<file path="config.mk">
export PLATFORM = sky130hd
export DESIGN_NAME = ygr019_host_cmd_master
export DESIGN_NICKNAME = d
export VERILOG_FILES = /design/src/rtl/ygr019_host_cmd_master.sv
export SDC_FILE = /design/constraint.sdc
export NUM_CORES = 1
export LEC_CHECK = 0
export ABC_AREA = 1
export BUFFER_PORTS_ARGS = -buffer_cell sky130_fd_sc_hd__buf_2
export CORE_ASPECT_RATIO = 0.6
export CORE_MARGIN = 3
export CORE_UTILIZATION = 29
export CTS_CLUSTER_DIAMETER = 40
export DETAILED_ROUTE_END_ITERATION = 6
export GPL_TIMING_DRIVEN = 0
export PLACE_DENSITY = 0.49
export SLEW_MARGIN = 0
export SYNTH_ARGS = -nofsm -noshare
export SYNTH_HDL_FRONTEND = slang
export SYNTH_SLANG_ARGS = --single-unit
export TNS_END_PERCENT = 10
</file>
<file path="constraint.sdc">
create_clock -name i_clk -period 2.1 [get_ports i_clk]
set_input_delay 0.21 -clock i_clk [delete_from_list [all_inputs] [get_ports i_clk]]
set_output_delay 0.21 -clock i_clk [all_outputs]
set_load 0.02 [all_outputs]
</file>
<file path="src/rtl/ygr019_host_cmd_master.sv">
// YGR019 host command initiator: clear CMOK, write CR1..CR4, poll HIRQREQ, read CR1..CR4 back.
// Optional poll-phase timeout is built in when YGR_HOST_TIMEOUT_EN is defined.
module ygr019_host_cmd_master #(
  parameter int POLL_GAP  = 4,
  parameter int TO_CYCLES = 65535
) (
  input  logic        i_clk,
  input  logic        i_rst,
  input  logic        i_cmd_start,
  input  logic [15:0] i_cmd_cr1,
  input  logic [15:0] i_cmd_cr2,
  input  logic [15:0] i_cmd_cr3,
  input  logic [15:0] i_cmd_cr4,
  output logic        o_cmd_busy,
  output logic        o_cmd_done,
  output logic        o_cmd_to,
  output logic [15:0] o_rsp_cr1,
  output logic [15:0] o_rsp_cr2,
  output logic [15:0] o_rsp_cr3,
  output logic [15:0] o_rsp_cr4,
  output logic [5:0]  o_reg_a,
  output logic [15:0] o_reg_do,
  output logic        o_reg_we,
  output logic        o_reg_re,
  input  logic [15:0] i_reg_di,
  input  logic        i_reg_rdy
);

  localparam logic [5:0] A_HIRQ = 6'h08;
  localparam logic [5:0] A_CR1  = 6'h18;
  localparam logic [5:0] A_CR2  = 6'h1C;
  localparam logic [5:0] A_CR3  = 6'h20;
  localparam logic [5:0] A_CR4  = 6'h24;
  // The GAP state lasts POLL_GAP-1 cycles; the re-issue edge in POLL makes it POLL_GAP low cycles.
  localparam bit         GAP_SKIP = (POLL_GAP <= 1);
  localparam logic [7:0] GAP_LAST = (POLL_GAP > 1) ? 8'(POLL_GAP - 2) : 8'd0;

  typedef enum logic [3:0] {
    S_IDLE, S_CLR, S_WCR1, S_WCR2, S_WCR3, S_WCR4, S_POLL, S_GAP,
    S_RCR1, S_RCR2, S_RCR3, S_RCR4, S_FIN
  } state_t;

  state_t           r_state, w_state_nxt;
  logic [3:0][15:0] r_cmd, r_shadow;
  logic [7:0]       r_gap;
  logic             w_strobe, w_acc_done, w_acc_state, w_is_read, w_issue;
  logic             w_expired, w_abort, w_cmok;
  logic [5:0]       w_addr;
  logic [15:0]      w_wdata;

  assign w_strobe   = o_reg_we | o_reg_re;
  assign w_acc_done = w_strobe & i_reg_rdy;
  assign w_cmok     = i_reg_di[0];
  assign w_issue    = w_acc_state & ~w_strobe & ~((r_state == S_POLL) & w_expired);

  always_comb begin
    w_addr      = A_HIRQ;
    w_wdata     = 16'h0000;
    w_is_read   = 1'b0;
    w_acc_state = 1'b1;
    case (r_state)
      S_CLR:  w_wdata = 16'h3FFE;  // zero only in CMOK; other R/W0 flags untouched
      S_WCR1: begin w_addr = A_CR1; w_wdata = r_cmd[0]; end
      S_WCR2: begin w_addr = A_CR2; w_wdata = r_cmd[1]; end
      S_WCR3: begin w_addr = A_CR3; w_wdata = r_cmd[2]; end
      S_WCR4: begin w_addr = A_CR4; w_wdata = r_cmd[3]; end
      S_POLL: w_is_read = 1'b1;
      S_RCR1: begin w_addr = A_CR1; w_is_read = 1'b1; end
      S_RCR2: begin w_addr = A_CR2; w_is_read = 1'b1; end
      S_RCR3: begin w_addr = A_CR3; w_is_read = 1'b1; end
      S_RCR4: begin w_addr = A_CR4; w_is_read = 1'b1; end
      default: w_acc_state = 1'b0;
    endcase
  end

  always_comb begin
    w_state_nxt = r_state;
    case (r_state)
      S_IDLE: if (i_cmd_start) w_state_nxt = S_CLR;
      S_CLR:  if (w_acc_done) w_state_nxt = S_WCR1;
      S_WCR1: if (w_acc_done) w_state_nxt = S_WCR2;
      S_WCR2: if (w_acc_done) w_state_nxt = S_WCR3;
      S_WCR3: if (w_acc_done) w_state_nxt = S_WCR4;
      S_WCR4: if (w_acc_done) w_state_nxt = S_POLL;
      S_POLL: begin
        if (w_acc_done) begin
          if (w_cmok)         w_state_nxt = S_RCR1;
          else if (w_expired) w_state_nxt = S_FIN;
          else if (GAP_SKIP)  w_state_nxt = S_POLL;
          else                w_state_nxt = S_GAP;
        end else if (!w_strobe && w_expired) begin
          w_state_nxt = S_FIN;
        end
      end
      S_GAP: begin
        if (w_expired)              w_state_nxt = S_FIN;
        else if (r_gap == GAP_LAST) w_state_nxt = S_POLL;
      end
      S_RCR1: if (w_acc_done) w_state_nxt = S_RCR2;
      S_RCR2: if (w_acc_done) w_state_nxt = S_RCR3;
      S_RCR3: if (w_acc_done) w_state_nxt = S_RCR4;
      S_RCR4: if (w_acc_done) w_state_nxt = S_FIN;
      S_FIN:  w_state_nxt = S_IDLE;
      default: w_state_nxt = S_IDLE;
    endcase
  end

  always_ff @(posedge i_clk) begin
    if (i_rst) r_state <= S_IDLE;
    else       r_state <= w_state_nxt;
  end

  always_ff @(posedge i_clk) begin
    if (i_rst) begin
      o_cmd_busy <= 1'b0;
      o_cmd_done <= 1'b0;
      o_reg_we   <= 1'b0;
      o_reg_re   <= 1'b0;
      o_reg_a    <= 6'h00;
      o_reg_do   <= 16'h0000;
      o_rsp_cr1  <= 16'h0000;
      o_rsp_cr2  <= 16'h0000;
      o_rsp_cr3  <= 16'h0000;
      o_rsp_cr4  <= 16'h0000;
      r_cmd      <= '0;
      r_shadow   <= '0;
      r_gap      <= 8'd0;
    end else begin
      o_cmd_done <= 1'b0;
      if (r_state == S_IDLE && i_cmd_start) begin
        r_cmd      <= {i_cmd_cr4, i_cmd_cr3, i_cmd_cr2, i_cmd_cr1};
        o_cmd_busy <= 1'b1;
      end
      // Strobe goes high only from a low cycle, so every access is preceded by an idle cycle.
      if (w_issue) begin
        o_reg_we <= ~w_is_read;
        o_reg_re <= w_is_read;
        o_reg_a  <= w_addr;
        o_reg_do <= w_wdata;
      end else if (w_acc_done) begin
        o_reg_we <= 1'b0;
        o_reg_re <= 1'b0;
      end
      if (w_acc_done) begin
        case (r_state)
          S_RCR1: r_shadow[0] <= i_reg_di;
          S_RCR2: r_shadow[1] <= i_reg_di;
          S_RCR3: r_shadow[2] <= i_reg_di;
          S_RCR4: r_shadow[3] <= i_reg_di;
          default: ;
        endcase
      end
      r_gap <= (r_state == S_GAP) ? r_gap + 8'd1 : 8'd0;
      // Responses are published together with DONE so they stay stable between commands.
      if (r_state == S_FIN) begin
        o_cmd_done <= 1'b1;
        o_cmd_busy <= 1'b0;
        o_rsp_cr1  <= w_abort ? 16'hFFFF : r_shadow[0];
        o_rsp_cr2  <= w_abort ? 16'hFFFF : r_shadow[1];
        o_rsp_cr3  <= w_abort ? 16'hFFFF : r_shadow[2];
        o_rsp_cr4  <= w_abort ? 16'hFFFF : r_shadow[3];
      end
    end
  end

`ifdef YGR_HOST_TIMEOUT_EN
  logic [15:0] r_to_cnt;
  logic        r_to_flag, r_abort, r_cmd_to, w_in_poll, w_to_hit;

  assign w_in_poll = (r_state == S_POLL) || (r_state == S_GAP);
  assign w_to_hit  = w_in_poll && (r_to_cnt == 16'(TO_CYCLES));
  assign w_expired = r_to_flag | w_to_hit;
  assign w_abort   = r_abort;
  assign o_cmd_to  = r_cmd_to;

  always_ff @(posedge i_clk) begin
    if (i_rst) begin
      r_to_cnt  <= 16'd0;
      r_to_flag <= 1'b0;
      r_abort   <= 1'b0;
      r_cmd_to  <= 1'b0;
    end else begin
      if (r_state == S_WCR4 && w_acc_done) begin
        r_to_cnt  <= 16'd0;
        r_to_flag <= 1'b0;
      end else if (w_in_poll) begin
        r_to_cnt  <= r_to_cnt + 16'd1;
        r_to_flag <= r_to_flag | w_to_hit;
      end
      if (r_state == S_IDLE && i_cmd_start)        r_abort <= 1'b0;
      else if (w_in_poll && w_state_nxt == S_FIN)  r_abort <= 1'b1;
      if (r_state == S_FIN) r_cmd_to <= r_abort;
    end
  end
`else
  // Without the counter the poll loop only ends on CMOK or reset; the limit is inert.
  assign w_expired = 1'b0 & (TO_CYCLES == 0);
  assign w_abort   = 1'b0;
  assign o_cmd_to  = 1'b0;
`endif

endmodule

</file>
Word-level counts from Yosys, hierarchy flattened
Cells that the tools add are included.
W data, S select, Z words.
{ "totals": {"register_bits": 230, "input_bits": 84, "out_inout_bits": 91} }
{ "classes": {"bitwise": 6, "mux": 22, "addsub": 1, "n_reduce_logical": 16, "n_eq_ne": 25} }
{ "op_table": {"columns": ["operator", "n"], "rows": [
  ["$pmux W16 S5", 1],
  ["$mux W4", 13],
  ["$pmux W4 S12", 1],
  ["$ne A2 B2 Y1 const B", 12],
  ["$pmux W6 S4", 1],
  ["$eq A4 B4 Y1 const B", 5],
  ["$eq A4 B3 Y1 const B", 4],
  ["$reduce_and A12 Y1", 1],
  ["$reduce_or A2 Y1", 6],
  ["$reduce_or A10 Y1", 1],
  ["$add A8 B1 Y8 const B", 1],
  ["$eq A4 B2 Y1 const B", 2],
  ["$eq A8 B2 Y1 const B", 1],
  ["$reduce_and A2 Y1", 4],
  ["$mux W1", 6],
  ["$reduce_or A5 Y1", 1],
  ["$eq A4 B1 Y1 const B", 1],
  ["$logic_not A4 Y1", 1],
  ["$not A1 Y1", 3],
  ["$and A1 B1 Y1", 2],
  ["$reduce_bool A2 Y1", 1],
  ["$logic_and A1 B1 Y1", 1],
  ["$or A1 B1 Y1", 1]
]} }

Depth between registers and ports, before layout
Gate-level depths: netlist (run 1).
{ "logic_depth": {"ltp_word": 5, "depth_mapped": 9, "mapped_depth_nobuf": 9} }

Worst setup path before layout (run 1)
No wires, ideal clock.
{ "synth_path": {"path_kind": "register to register", "start": "register o_reg_re", "end": "register r_shadow[10] (netlist name)", "path_slack_ns": 0.666, "t_required_ns": 1.972, "path_stages_with_launch": 7, "setup_time_ns": 0.128, "synth_period_minus_slack_ns": 1.434, "arrival_time_ns": 1.306, "path_cell_list": "dfxtp_1 -> nor2_1 -> nor2_1 -> nand3_1 -> clkbuf_1 -> o21ai_0 -> a21oi_1"} }
{ "synth_between": {"elab_chain_len": 3} }
{ "synth_rtl": {"columns": ["item", "line", "text"], "rows": [
  ["from (decl)", "24", "output logic o_reg_re,"],
  ["from (signal assigned)", "137", "o_reg_re <= w_is_read;"],
  ["$or A1 B1 Y1", "51", "assign w_strobe = o_reg_we | o_reg_re;"],
  ["$and A1 B1 Y1", "52", "assign w_acc_done = w_strobe & i_reg_rdy;"],
  ["$reduce_and A2 Y1 (no line)", null, null],
  ["to (decl)", "44", "logic [3:0][15:0] r_cmd, r_shadow;"]
]} }
No other way between the ends.
A chain may end at the register's enable or synchronous reset.

Worst setup path in the final report (run 1)
{ "layout_path": {"start": "register r_state[0]", "end": "register r_cmd[17] (netlist name)"} }
{ "layout_between": {"elab_chain_len": 2} }
{ "layout_rtl": {"columns": ["item", "line", "text"], "rows": [
  ["from (decl)", "43", "state_t r_state, w_state_nxt;"],
  ["from (signal assigned)", "110", "else r_state <= w_state_nxt;"],
  ["$logic_not A4 Y1", "130", "if (r_state == S_IDLE && i_cmd_start) begin"],
  ["$logic_and A1 B1 Y1", "130", null],
  ["to (signal assigned)", "131", "r_cmd <= {i_cmd_cr4, i_cmd_cr3, i_cmd_cr2, i_cmd_cr1};"],
  ["to (decl)", "44", null]
]} }
No other way between the ends.

==> summary.txt, run 1 <==
Detailed routing
  – TritonRoute pass-1 iters: 5
  – DR DRC count: 0
  – Number of nets with antenna violations after routing: 0
  – DRC violation total after the first TritonRoute iteration: 689
  – Vias: 8,577
  – Sum of routed wire length over all layers: 31,600 um
  – Vias per inst: 4.73
  – Avg WL per Cell: 17.4 um

Worst setup path
  – Critical path arrival: 2.29 ns
  – Critical-path maximum fanout: 10
  – Crit path launch type: flop
  – Start-to-end type of the worst setup path: reg2reg
  – Required arrival time at the worst endpoint: 2.50 ns
  – Kind of end point of the critical path: flop

Layout
  – Nets: 1,482
  – Antenna cells: 0
  – Combined flip-flop and latch cell area: 4560 um^2
  – Syn-to-layout area delta: 33.9%
  – Fraction of final layout cells sized beyond drive strength 1: 18.6%
  – Fillcell total: 3,052
  – Area of the multi-input gates: 3430 um^2

Placement
  – Placed wire-length estimate after detailed placement: 23,700 um
  – Count of input and output buffers: 170
  – Weighted congestion at the end of routability-driven global placement: 0.876

GRT
  – GRT Resource Usage Total: 19.3%
  – Largest net degree at the start of global routing: 14
  – Number of antenna violations at the first check in global routing: 1
  – Vias in the first global route: 8,081
  – Final global-route overflow total: 0
  – Global-route wire length before repair: 48,400 um

Floorplanning
  – I/O pin total: 175
  – Initial core utilization: 29.8%
  – Core footprint: 29,100 um^2
  – Row count: 48
  – Horizontal die dimension: 230 um
  – Die outline area: 32,200 um^2
  – Y dimension of the die: 140 um

Pwr
  – Power Total: 13,200 uW
  – Leakage: 0.00471 uW
  – Peak supply drop: 0.542 mV
  – Total power divided by cell area: 1140 nW/um^2

Yosys
  – Cell count after synthesis: 1,127
  – Area of the mapped netlist: 8690 um^2
  – Per-instance average area after synthesis: 7.71 um^2
  – Count of unique library cells instantiated by Yosys: 25
  – Yosys warns: 0
  – Number of register bits inferred by synthesis: 228
  – Seq/Total Area, Yosys: 52.5%

Timing
  – Slew Limit Fails: 0
  – Headroom to the max-slew limit: 33.6%
  – Summed negative setup slack over all endpoints: 0 ns
  – Post-Route Skew: 0.0238 ns
  – Fmax achieved: 0.527 GHz
  – Least-Margin Pin Slew: 0.997 ns
  – Final setup vio count: 0
  – Final Critical Period: 1.90 ns
  – Post-route clock period utilization: 90.4%
  – Setup repair after global routing missed its margin: no
  – Fin. Hold Viols: 0
  – Worst hold-check slack: 0.0271 ns

Clock tree
  – CTS tree: built
  – Maximum clock insertion buffer count: 3
  – Buffer type at the clock tree root: sky130_fd_sc_hd__clkbuf_16
  – Number of buffers added by the clock tree synthesis step: 29
  – H-tree depth: 1
  – Clk slew on worst S/H paths: 0.06 ns
  – Source-to-sink clock delay at the later pin of the worst-skew pair: 0.55 ns
  – Clock net sink count: 228
  – Resized cells post-CTS: 0

Worst hold path
  – Tightest Hold Check Type: in2reg

Flow run
  – # Max-Cap Violations: 0

Run status
  – Outcome: complete, no violations
## synthesized netlist by cell type
library cell	number	share of area, %
sky130_fd_sc_hd__dfxtp_1	228	53
sky130_fd_sc_hd__nand3_1	189	11
sky130_fd_sc_hd__nand2_1	172	7.4
sky130_fd_sc_hd__a21oi_1	152	8.8
sky130_fd_sc_hd__o21ai_0	134	7.7
sky130_fd_sc_hd__inv_1	82	3.5
sky130_fd_sc_hd__clkbuf_1	47	2.0
sky130_fd_sc_hd__nor2_1	45	1.9
sky130_fd_sc_hd__buf_2	21	1.2
sky130_fd_sc_hd__o21ai_1	17	0.98
sky130_fd_sc_hd__buf_4	9	0.78
sky130_fd_sc_hd__buf_1	8	0.35
sky130_fd_sc_hd__inv_2	6	0.26
sky130_fd_sc_hd__nand2_2	3	0.22
sky130_fd_sc_hd__ha_1	2	0.29
sky130_fd_sc_hd__nand4_1	2	0.14
sky130_fd_sc_hd__nor2_2	2	0.14
sky130_fd_sc_hd__and2_1	1	0.072
sky130_fd_sc_hd__conb_1	1	0.043
sky130_fd_sc_hd__nand2_4	1	0.13
sky130_fd_sc_hd__nor2_4	1	0.13
sky130_fd_sc_hd__nor2_8	1	0.23
sky130_fd_sc_hd__nor3_1	1	0.058
sky130_fd_sc_hd__nor3b_1	1	0.086
sky130_fd_sc_hd__o21a_1	1	0.086
## worst max-delay path, cell delays in order (launching register included)
cell,delay (ns)
sky130_fd_sc_hd__dfxtp_1,0.39
sky130_fd_sc_hd__inv_2,0.15
sky130_fd_sc_hd__nand2_4,0.10
sky130_fd_sc_hd__nor2_8,0.28
sky130_fd_sc_hd__nand2_1,0.23
sky130_fd_sc_hd__buf_4,0.29
sky130_fd_sc_hd__buf_4,0.19
sky130_fd_sc_hd__nand2_1,0.07
sky130_fd_sc_hd__a21oi_1,0.05
## layer usage
metal | vias to the layer above | track usage, % | share of wire, % | routed length (um)
met5 | - | 0 | 0 | 0
met2 | 269 | 25.3 | 37 | 11700
met3 | 41 | 5.96 | 9.4 | 2990
met4 | 0 | 3.59 | 1.7 | 545
met1 | 3963 | 30.5 | 52 | 16500
li1 | 4304 | - | - | -
## path summary, 6_finish.rpt
path	from	end	slack, ns	depth (start not counted)
setup reg to reg	r_state[0]	r_cmd[17]	0.20	8
setup / recovery	r_state[0]	r_cmd[17]	0.20	8
hold / removal	i_reg_di[15]	r_shadow[15]	0.03	3
hold reg to reg	r_shadow[26]	r_shadow[26]	0.45	2
## stage by stage
stage	area [um^2]	worst slack (ns)	utilization, %	cells
after floorplan	8700	0.666	-	1129
after global placement	10100	0.142	34.5	1699
after detailed placement	10100	0.145	34.5	1699
after CTS	11600	0.250	40.0	1815
after global routing	11600	0.0608	40.0	1815
final	11600	0.201	40.0	1815
## where the power goes
part           switching, uW  total, uW  leakage (uW)  internal, uW
Sequential               353       5190       0.00185          4840
Clock                   2000       4810      0.000449          2810
Combinational           2210       3220       0.00241          1010
## cells by family (layout without fill, tap and decap cells)
kind of cell	after synthesis	in the layout	synth area share, %
AO/OA/AOI/OAI	304	304	17.5
adder cells (fa/ha/maj)	2	2	0.288
buffers and inverters	173	459	8.16
flip-flops	228	228	52.5
other	1	3	0.0431
AND/OR/NAND/NOR	419	419	21.5
## registers in the layout, summed over array words and instances, names as in the netlist, 4 cells and up
register   count
r_gap          8
o_rsp_cr2     16
r_state        4
o_rsp_cr4     16
o_reg_a        4
o_reg_do      16
o_rsp_cr1     16
o_rsp_cr3     16
r_shadow      64
r_cmd         64
## area by class of cell
class,count,area share (%)
clock inverters,16,1.21
inverters,88,2.84
plain buffers,85,3.26
flip-flops and latches,228,39.2
multi-input cells,728,29.4
clock buffers,34,6.74
repair buffers,236,13.0
well taps,400,4.30
## layout by cell type (no fill, tap or decap), drive strengths merged
cell / n
inv: 94
buf: 208
nor3: 1
nor3b: 1
nand2: 176
bufinv: 1
clkbuf: 81
nor2: 49
o21a: 1
conb: 3
a21oi: 152
ha: 2
nand4: 2
dlygate4sd3: 66
nand3: 189
clkinvlp: 4
and2: 1
o21ai: 151
dfxtp: 228
clkinv: 5
## repair_timing
item	CTS	global route
buffers inserted	0	0
endpoints found under the hold margin	67	0
hold buffers	66	0
Power figures use the tool's default switching activity.
==> run 2, diff against run 1 <==
--- a/config.mk
+++ b/config.mk
@@ -5,7 +5,7 @@
 export SDC_FILE = /design/constraint.sdc
 export NUM_CORES = 1
 export LEC_CHECK = 0
-export ABC_AREA = 1
+export ABC_AREA = 0
 export BUFFER_PORTS_ARGS = -buffer_cell sky130_fd_sc_hd__buf_2
 export CORE_ASPECT_RATIO = 0.6
 export CORE_MARGIN = 3
==> summary.txt, run 2 <==
Run status
  – Outcome: complete, no violations

Timing
  – Fin. Hold Viols: 0 (unchanged)
  – Fmax achieved: 0.498 GHz (-5.4%)
  – Headroom to the max-slew limit: 52.0% (+18 points)
  – Setup repair after global routing missed its margin: yes
  – Final setup vio count: 0 (unchanged)
  – Post-layout worst setup margin: 0.0921 ns (-0.109 ns)
  – Slew Limit Fails: 0 (unchanged)
  – Post-Route Skew: 0.0143 ns (-0.00950 ns)
  – Least-Margin Pin Slew: 0.720 ns (-0.277 ns)
  – Final Critical Period: 2.01 ns (+0.109 ns)
  – Post-route clock period utilization: 95.6% (+5.2 points)

Yosys
  – Per-instance average area after synthesis: 8.08 um^2 (+4.7%)
  – Commonest cells post-synth: sky130_fd_sc_hd__nand2_1, sky130_fd_sc_hd__dfxtp_1, sky130_fd_sc_hd__a21oi_1
  – Seq/Total Area, Yosys: 53.1% (+0.56 points)
  – Share of synthesized flip-flops with an asynchronous set or reset: 0% (unchanged)
  – Top_reg_cell synth: sky130_fd_sc_hd__dfxtp_1
  – Compound-cell area share of the yosys netlist: 17.8% (+0.26 points)
  – Post-Synth Adder-Cell Area: 0.291% (+0.0031 points)
  – Dominant combinational cell family by area after synthesis: simple AND/OR/NAND/NOR gates
  – Leading post-synthesis cells by cell area: sky130_fd_sc_hd__dfxtp_1, sky130_fd_sc_hd__nand2_1, sky130_fd_sc_hd__a21oi_1
  – Yosys top cell area share: 53.1% (+0.56 points)
  – Yosys warns: 0 (unchanged)
  – Synthesized-area fraction occupied by xor and xnor cells: 0.713% (+0.71 points)
  – Simple logic cell fraction of the synthesized area: 22.8% (+1.3 points)
  – Cell taking the most area after synthesis: sky130_fd_sc_hd__dfxtp_1
  – Area of the mapped netlist: 8600 um^2 (-1.1%)
  – Cell count after synthesis: 1,065 (-5.5%)
  – Number of register bits inferred by synthesis: 228 (unchanged)
  – Mux contribution to synthesized area: 0.349% (+0.35 points)
  – Most frequently used cell type in the post-synthesis netlist: sky130_fd_sc_hd__nand2_1
  – Count of unique library cells instantiated by Yosys: 47 (+88%)
  – Number of synthesized flops with an enable pin: 0 (unchanged)

Detailed routing
  – Avg WL per Cell: 16.8 um (-3.9%)
  – Sum of routed wire length over all layers: 29,700 um (-6.2%)
  – Number of nets with antenna violations after routing: 0 (unchanged)
  – Vias: 8,101 (-5.5%)
  – DR DRC count: 0 (unchanged)
  – Vias per inst: 4.57 (-3.2%)
  – TritonRoute pass-1 iters: 5 (unchanged)
  – DRC violation total after the first TritonRoute iteration: 496 (-28%)

Floorplanning
  – I/O pin total: 175 (unchanged)
  – Row count: 48 (unchanged)
  – Y dimension of the die: 139 um (-0.51%)
  – Core footprint: 28,900 um^2 (-0.62%)
  – Horizontal die dimension: 228 um (-0.51%)
  – Die outline area: 31,800 um^2 (-1.0%)
  – Initial core utilization: 29.7% (-0.13 points)

Worst setup path
  – Crit path launch type: flop
  – Kind of end point of the critical path: flop
  – Worst path depth: 7 (-1)
  – Register-to-register path setup slack: 0.09 ns (-0.11 ns)
  – Critical-path maximum fanout: 10 (unchanged)
  – Sum of buffers and inverters on the critical path: 3 (unchanged)
  – R2r startpoint: r_state[3]
  – Worst path most repeated cell: sky130_fd_sc_hd__buf_4
  – Start-to-end type of the worst setup path: reg2reg
  – CP max-delay cell: sky130_fd_sc_hd__nor4b_4
  – Cell breakdown of the critical path: buf_4 > buf_6 > nor4b_4 > buf_4 > a22oi_1 > nand3_1 > a22o_1
  – Required arrival time at the worst endpoint: 2.59 ns (+0.09 ns)
  – Endpoint of the lowest-slack register-to-register path: o_reg_do[11]
  – Cell depth of the worst flop-to-flop path: 7 (-1)
  – Critical path arrival: 2.50 ns (+0.21 ns)
  – Slowest cell delay on critical path: 0.58 ns (+0.19 ns)
  – Delay-heaviest family, CP: simple AND/OR/NAND/NOR gates

Clock tree
  – Clk slew on worst S/H paths: 0.06 ns (about the same)
  – Maximum clock insertion buffer count: 3 (unchanged)
  – Source-to-sink clock delay at the later pin of the worst-skew pair: 0.55 ns (about the same)
  – Number of buffers added by the clock tree synthesis step: 29 (unchanged)
  – Number of buffers inserted by post-CTS setup repair: 0 (unchanged)
  – H-tree depth: 1 (unchanged)
  – Buffer type at the clock tree root: sky130_fd_sc_hd__clkbuf_16
  – CTS tree: built
  – Clock net sink count: 228 (unchanged)

Layout
  – Area of the multi-input gates: 3620 um^2 (+5.7%)
  – Combined flip-flop and latch cell area: 4560 um^2 (unchanged)
  – Final Cell Area: 11,800 um^2 (+1.1%)
  – Largest registers: r_cmd x64, r_shadow x64
  – Most common cell after layout, fill and taps aside: sky130_fd_sc_hd__nand2_1
  – Fillcell total: 3,057 (+0.16%)
  – Nets: 1,435 (-3.2%)
  – Syn-to-layout area delta: 36.8%
  – Highest-count cells in the layout ignoring fill and taps: sky130_fd_sc_hd__nand2_1, sky130_fd_sc_hd__dfxtp_1, sky130_fd_sc_hd__a21oi_1
  – Fraction of final layout cells sized beyond drive strength 1: 20.5% (+1.9 points)
  – Antenna cells: 0 (unchanged)

GRT
  – Number of antenna violations at the first check in global routing: 0 (-1)
  – Largest net degree at the start of global routing: 15 (+1)
  – Final global-route overflow total: 0 (unchanged)
  – Global-route wire length before repair: 45,800 um (-5.3%)
  – Vias in the first global route: 7,760 (-4.0%)
  – GRT Resource Usage Total: 18.2% (-1.1 points)

Pwr
  – Switching power of the nets: 4010 uW (-12%)
  – Total internal power: 8620 uW (-0.35%)
  – Fraction of power consumed by combinational cells: 20.7% (-3.7 points)
  – Sw Ratio: 31.7% (-2.8 points)
  – Leakage: 0.00459 uW (-2.4%)
  – Peak supply drop: 0.614 mV (+13%)
  – Total power divided by cell area: 1070 nW/um^2 (-5.5%)
  – Power Total: 12,600 uW (-4.4%)
  – Sequential Power Share: 39.5% (+0.2 points)
  – Clock network fraction of design power: 39.8% (+3.4 points)

Placement
  – DP Area: 9960 um^2 (-0.91%)
  – Count of input and output buffers: 170 (unchanged)
  – Placed wire-length estimate after detailed placement: 21,700 um (-8.2%)
  – Minimum setup slack after placement: -0.225 ns (-0.370 ns)
  – Weighted congestion at the end of routability-driven global placement: 0.817 (-6.7%)

Worst hold path
  – Tightest Hold Check Type: in2reg
  – End of the worst hold path: r_cmd[15]
  – Hold path startpoint: i_cmd_start
  – Worst hold path depth: 4 (+1)

Flow run
  – # Max-Cap Violations: 0 (unchanged)
## run 2: cell types whose count changed after synthesis, sizes merged, moves of 6 or more
cell and change:
nand2 +219, nand3 -170, o21ai -146, inv -85, a21oi +56, a22oi +32
nor2 -22, a22o +13, clkbuf -10, nor3 +6
## run 2: worst reg2reg max path: stages, from the launching register on
cell and delay, ns:
sky130_fd_sc_hd__dfxtp_1 0.29, sky130_fd_sc_hd__buf_4 0.17, sky130_fd_sc_hd__buf_6 0.16, sky130_fd_sc_hd__nor4b_4 0.58
sky130_fd_sc_hd__buf_4 0.30, sky130_fd_sc_hd__a22oi_1 0.20, sky130_fd_sc_hd__nand3_1 0.13, sky130_fd_sc_hd__a22o_1 0.12
## run 2: metal layers
layer | share of wire, % | track usage, % | wire (um) | up-vias
li1 | - | - | - | 4108
met1 | 55 | 29.3 | 16500 | 3795
met2 | 38 | 24.5 | 11300 | 159
met3 | 5.2 | 4.17 | 1550 | 39
met4 | 1.4 | 3.05 | 422 | 0
met5 | 0 | 0 | 0 | -
## run 2: area by class of cell
type	count	area share (%)
Tap cell	400	4.25
Inverter	3	0.0957
Timing Repair Buffer	251	14.1
Clock inverter	21	1.87
Clock buffer	32	6.52
Multi-Input combinational cell	756	30.8
Sequential cell	228	38.8
Buffer	80	3.57
## run 2: logic make-up after synthesis
group / Yosys count
other: 1
flip-flops: 228
multiplexers: 3
AND/OR/NAND/NOR: 473
adder cells (fa/ha/maj): 2
buffers and inverters: 83
AO/OA/AOI/OAI: 268
XOR/XNOR: 7
## run 2: timing repair
item | in CTS | in global routing
resized for setup | 0 | 4
hold buffers | 81 | 0
endpoints found under the setup margin | 0 | 45
hold endpoints to repair | 126 | 0
## run 2: per-stage QoR
| stage | instances | hold slack (ns) | util (%) | TNS (ns) |
|---|---|---|---|---|
| detailed placement | 1637 | 0.444 | 34.4 | -7.37 |
| finish | 1771 | 0.172 | 40.7 | 0 |
| global placement | 1637 | 0.440 | 34.4 | -9.20 |
| floorplan | 1067 | 0.346 | - | 0 |
| global route | 1771 | 0.172 | 40.7 | -0.0744 |
| CTS | 1771 | 0.143 | 40.6 | 0 |
## run 2: how the worst max path moves through the flow
stage | end | slack (ns) | start
6_report | o_reg_do[11] | 0.09 | r_state[3]
5_1_grt | r_shadow[9] | -0.03 | o_reg_we
4_1_cts | r_cmd[14] | 0.05 | r_state[3]
3_5_place_dp | o_rsp_cr1[7] | -0.23 | i_rst
3_3_place_gp | o_rsp_cr1[6] | -0.25 | i_rst
2_1_floorplan | r_shadow[21] | 0.29 | o_reg_re
## run 2: power groups by stage
stage	clock network (uW)	registers, uW	logic, uW
floorplan	0	5140	1560
global placement	0	5080	2460
detailed placement	0	5080	2470
CTS	5160	4990	2600
global route	5350	5030	2890
finish	5030	4990	2610
==> run 3, diff against run 2 <==
--- a/config.mk
+++ b/config.mk
@@ -9,11 +9,11 @@
 export BUFFER_PORTS_ARGS = -buffer_cell sky130_fd_sc_hd__buf_2
 export CORE_ASPECT_RATIO = 0.6
 export CORE_MARGIN = 3
-export CORE_UTILIZATION = 29
+export CORE_UTILIZATION = 59
 export CTS_CLUSTER_DIAMETER = 40
 export DETAILED_ROUTE_END_ITERATION = 6
 export GPL_TIMING_DRIVEN = 0
-export PLACE_DENSITY = 0.49
+export PLACE_DENSITY = 0.86
 export SLEW_MARGIN = 0
 export SYNTH_ARGS = -nofsm -noshare
 export SYNTH_HDL_FRONTEND = slang
==> summary.txt, run 3 (synthesis gave the netlist of run 2 again) <==
Timing
  – Fmax achieved: 0.474 GHz (-4.8%)
  – Worst hold-check slack: 0.00984 ns (-0.162 ns)
  – Post-Route Skew: 0.0121 ns (-0.00224 ns)
  – Least-Margin Pin Slew: 0.713 ns (-0.00706 ns)
  – Final setup vio count: 1 (+1)
  – Headroom to the max-slew limit: 52.5% (+0.47 points)
  – Summed negative setup slack over all endpoints: -0.0100 ns (-0.0100 ns)
  – Post-route clock period utilization: 100% (+4.9 points)
  – Setup repair after global routing missed its margin: yes
  – Fin. Hold Viols: 0 (unchanged)
  – Slew Limit Fails: 0 (unchanged)
  – Final Critical Period: 2.11 ns (+0.102 ns)
  – Post-layout worst setup margin: -0.0100 ns (-0.102 ns)

Placement
  – Minimum setup slack after placement: 0.0284 ns (+0.253 ns)
  – Count of input and output buffers: 170 (unchanged)
  – Weighted congestion at the end of routability-driven global placement: 0.938 (+15%)
  – Placed wire-length estimate after detailed placement: 18,400 um (-15%)
  – Placed cell count: 1,429 (-13%)

Detailed routing
  – Avg WL per Cell: 18.0 um (+7.1%)
  – TritonRoute pass-1 iters: 6 (+1)
  – DR DRC count: 0 (unchanged)
  – Vias: 8,649 (+6.8%)
  – DRC violation total after the first TritonRoute iteration: 1,027 (+110%)
  – Sum of routed wire length over all layers: 27,500 um (-7.3%)
  – Number of nets with antenna violations after routing: 0 (unchanged)
  – Vias per inst: 5.65 (+23%)

GRT
  – Global-route wire length before repair: 42,200 um (-7.9%)
  – GRT Resource Usage Total: 32.9% (+15 points)
  – Number of antenna violations at the first check in global routing: 0 (unchanged)
  – Final global-route overflow total: 0 (unchanged)
  – Largest net degree at the start of global routing: 16 (+1)
  – Vias in the first global route: 8,143 (+4.9%)

Worst hold path
  – Hold path startpoint: i_reg_di[2]
  – Tightest Hold Check Type: in2reg

Clock tree
  – Source-to-sink clock delay at the later pin of the worst-skew pair: 0.50 ns (-0.05 ns)
  – Clk slew on worst S/H paths: 0.07 ns (about the same)
  – CTS tree: built
  – Buffer type at the clock tree root: sky130_fd_sc_hd__clkbuf_16
  – H-tree depth: 1 (unchanged)
  – Number of buffers inserted by post-CTS setup repair: 0 (unchanged)
  – Maximum clock insertion buffer count: 3 (unchanged)
  – Number of buffers added by the clock tree synthesis step: 21 (-28%)
  – Clock net sink count: 228 (unchanged)

Worst setup path
  – Slowest cell delay on critical path: 0.57 ns (about the same)
  – Sum of buffers and inverters on the critical path: 2 (-1)
  – Origin of the worst setup path: r_state[2]
  – Worst path most repeated cell: sky130_fd_sc_hd__a21oi_1
  – Kind of end point of the critical path: flop
  – Cell breakdown of the critical path: buf_4 > nor4b_4 > buf_6 > a22oi_1 > a21oi_1 > a21oi_1 > nor2_1
  – Critical path arrival: 2.54 ns (+0.04 ns)
  – CP max-delay cell: sky130_fd_sc_hd__nor4b_4
  – Delay-heaviest family, CP: simple AND/OR/NAND/NOR gates
  – Critical-path maximum fanout: 10 (unchanged)
  – R2r startpoint: r_state[2]
  – Crit path launch type: flop
  – Required arrival time at the worst endpoint: 2.53 ns (-0.06 ns)
  – Start-to-end type of the worst setup path: reg2reg

Pwr
  – Leakage: 0.00438 uW (-4.6%)
  – Peak supply drop: 0.774 mV (+26%)
  – Total power divided by cell area: 1030 nW/um^2 (-3.8%)

Floorplanning
  – I/O pin total: 175 (unchanged)
  – Initial core utilization: 61.6% (+32 points)
  – Y dimension of the die: 99.5 um (-29%)
  – Row count: 33 (-31%)
  – Die outline area: 16,100 um^2 (-49%)
  – Core footprint: 14,000 um^2 (-52%)
  – Horizontal die dimension: 162 um (-29%)

Layout
  – Fillcell total: 975 (-68%)
  – Antenna cells: 0 (unchanged)
  – Syn-to-layout area delta: 28.3%
  – Fraction of final layout cells sized beyond drive strength 1: 19.6% (-0.87 points)
  – Area of the multi-input gates: 3620 um^2 (unchanged)
  – Largest registers: r_cmd x64, r_shadow x64
  – Most common cell after layout, fill and taps aside: sky130_fd_sc_hd__nand2_1
  – Fin cells: 1,532 (-13%)
  – Nets: 1,411 (-1.7%)
  – Combined flip-flop and latch cell area: 4560 um^2 (unchanged)
  – Highest-count cells in the layout ignoring fill and taps: sky130_fd_sc_hd__nand2_1, sky130_fd_sc_hd__dfxtp_1, sky130_fd_sc_hd__a21oi_1
  – End-of-flow core utilization: 79.0% (+38 points)

Run status
  – Violations in the final reports: negative setup slack
  – Outcome: finished with violations

Flow run
  – # Max-Cap Violations: 0 (unchanged)
==> run 3: layout make-up <==
cell class	count	share of cell area (%)
sequential	228	41.4
multi-input combinational	756	32.8
timing repair buffer	235	13.6
clock buffer	30	5.61
buffer	80	3.81
tap	192	2.18
clock inverter	8	0.465
inverter	3	0.102
==> run 3: what timing repair did <==
action                                  in CTS  in global routing
endpoints found under the setup margin       0                 35
gates resized for setup                      0                  4
endpoints found under the hold margin       68                  0
hold buffers                                65                  0
==> run 3: worst register-to-register path: cells and delay by family, from the launching register on <==
family / cells / cell delay, ns
DFF: 1 / 0.50
and+or+nand+nor: 2 / 0.67
AOI/OAI and AO/OA: 3 / 0.37
buffers and inverters: 2 / 0.51
==> run 3: worst paths after layout <==
path	cells past startpoint	endpoint	slack, ns
setup reg to reg	7	o_reg_do[0]	-0.01
hold reg to reg	2	o_rsp_cr2[1]	0.45
hold / removal	3	r_shadow[34]	0.01
setup / recovery	7	o_reg_do[0]	-0.01
==> run 3: stage by stage <==
step	instance area [um^2]	power (uW)
after floorplan	8610	6710
after detailed placement	9700	7470
after CTS	11000	11200
after global placement	9700	7380
after global routing	11000	11800
final	11000	11400
==> run 3: where the power goes <==
| part | switching [uW] | total [uW] | internal, uW | leakage (uW) |
|---|---|---|---|---|
| registers | 300 | 5020 | 4720 | 0.00185 |
| logic | 1710 | 2650 | 942 | 0.00220 |
| clock network | 1660 | 3730 | 2070 | 0.000338 |
| total | 3660 | 11400 | 7730 | 0.00438 |
==> run 3: metal layers <==
metal  global-route usage [%]  part of all wire (%)
met1                     45.9                    42
met2                     49.4                    42
met3                     11.5                    13
met4                     7.80                   2.7
met5                        0                     0
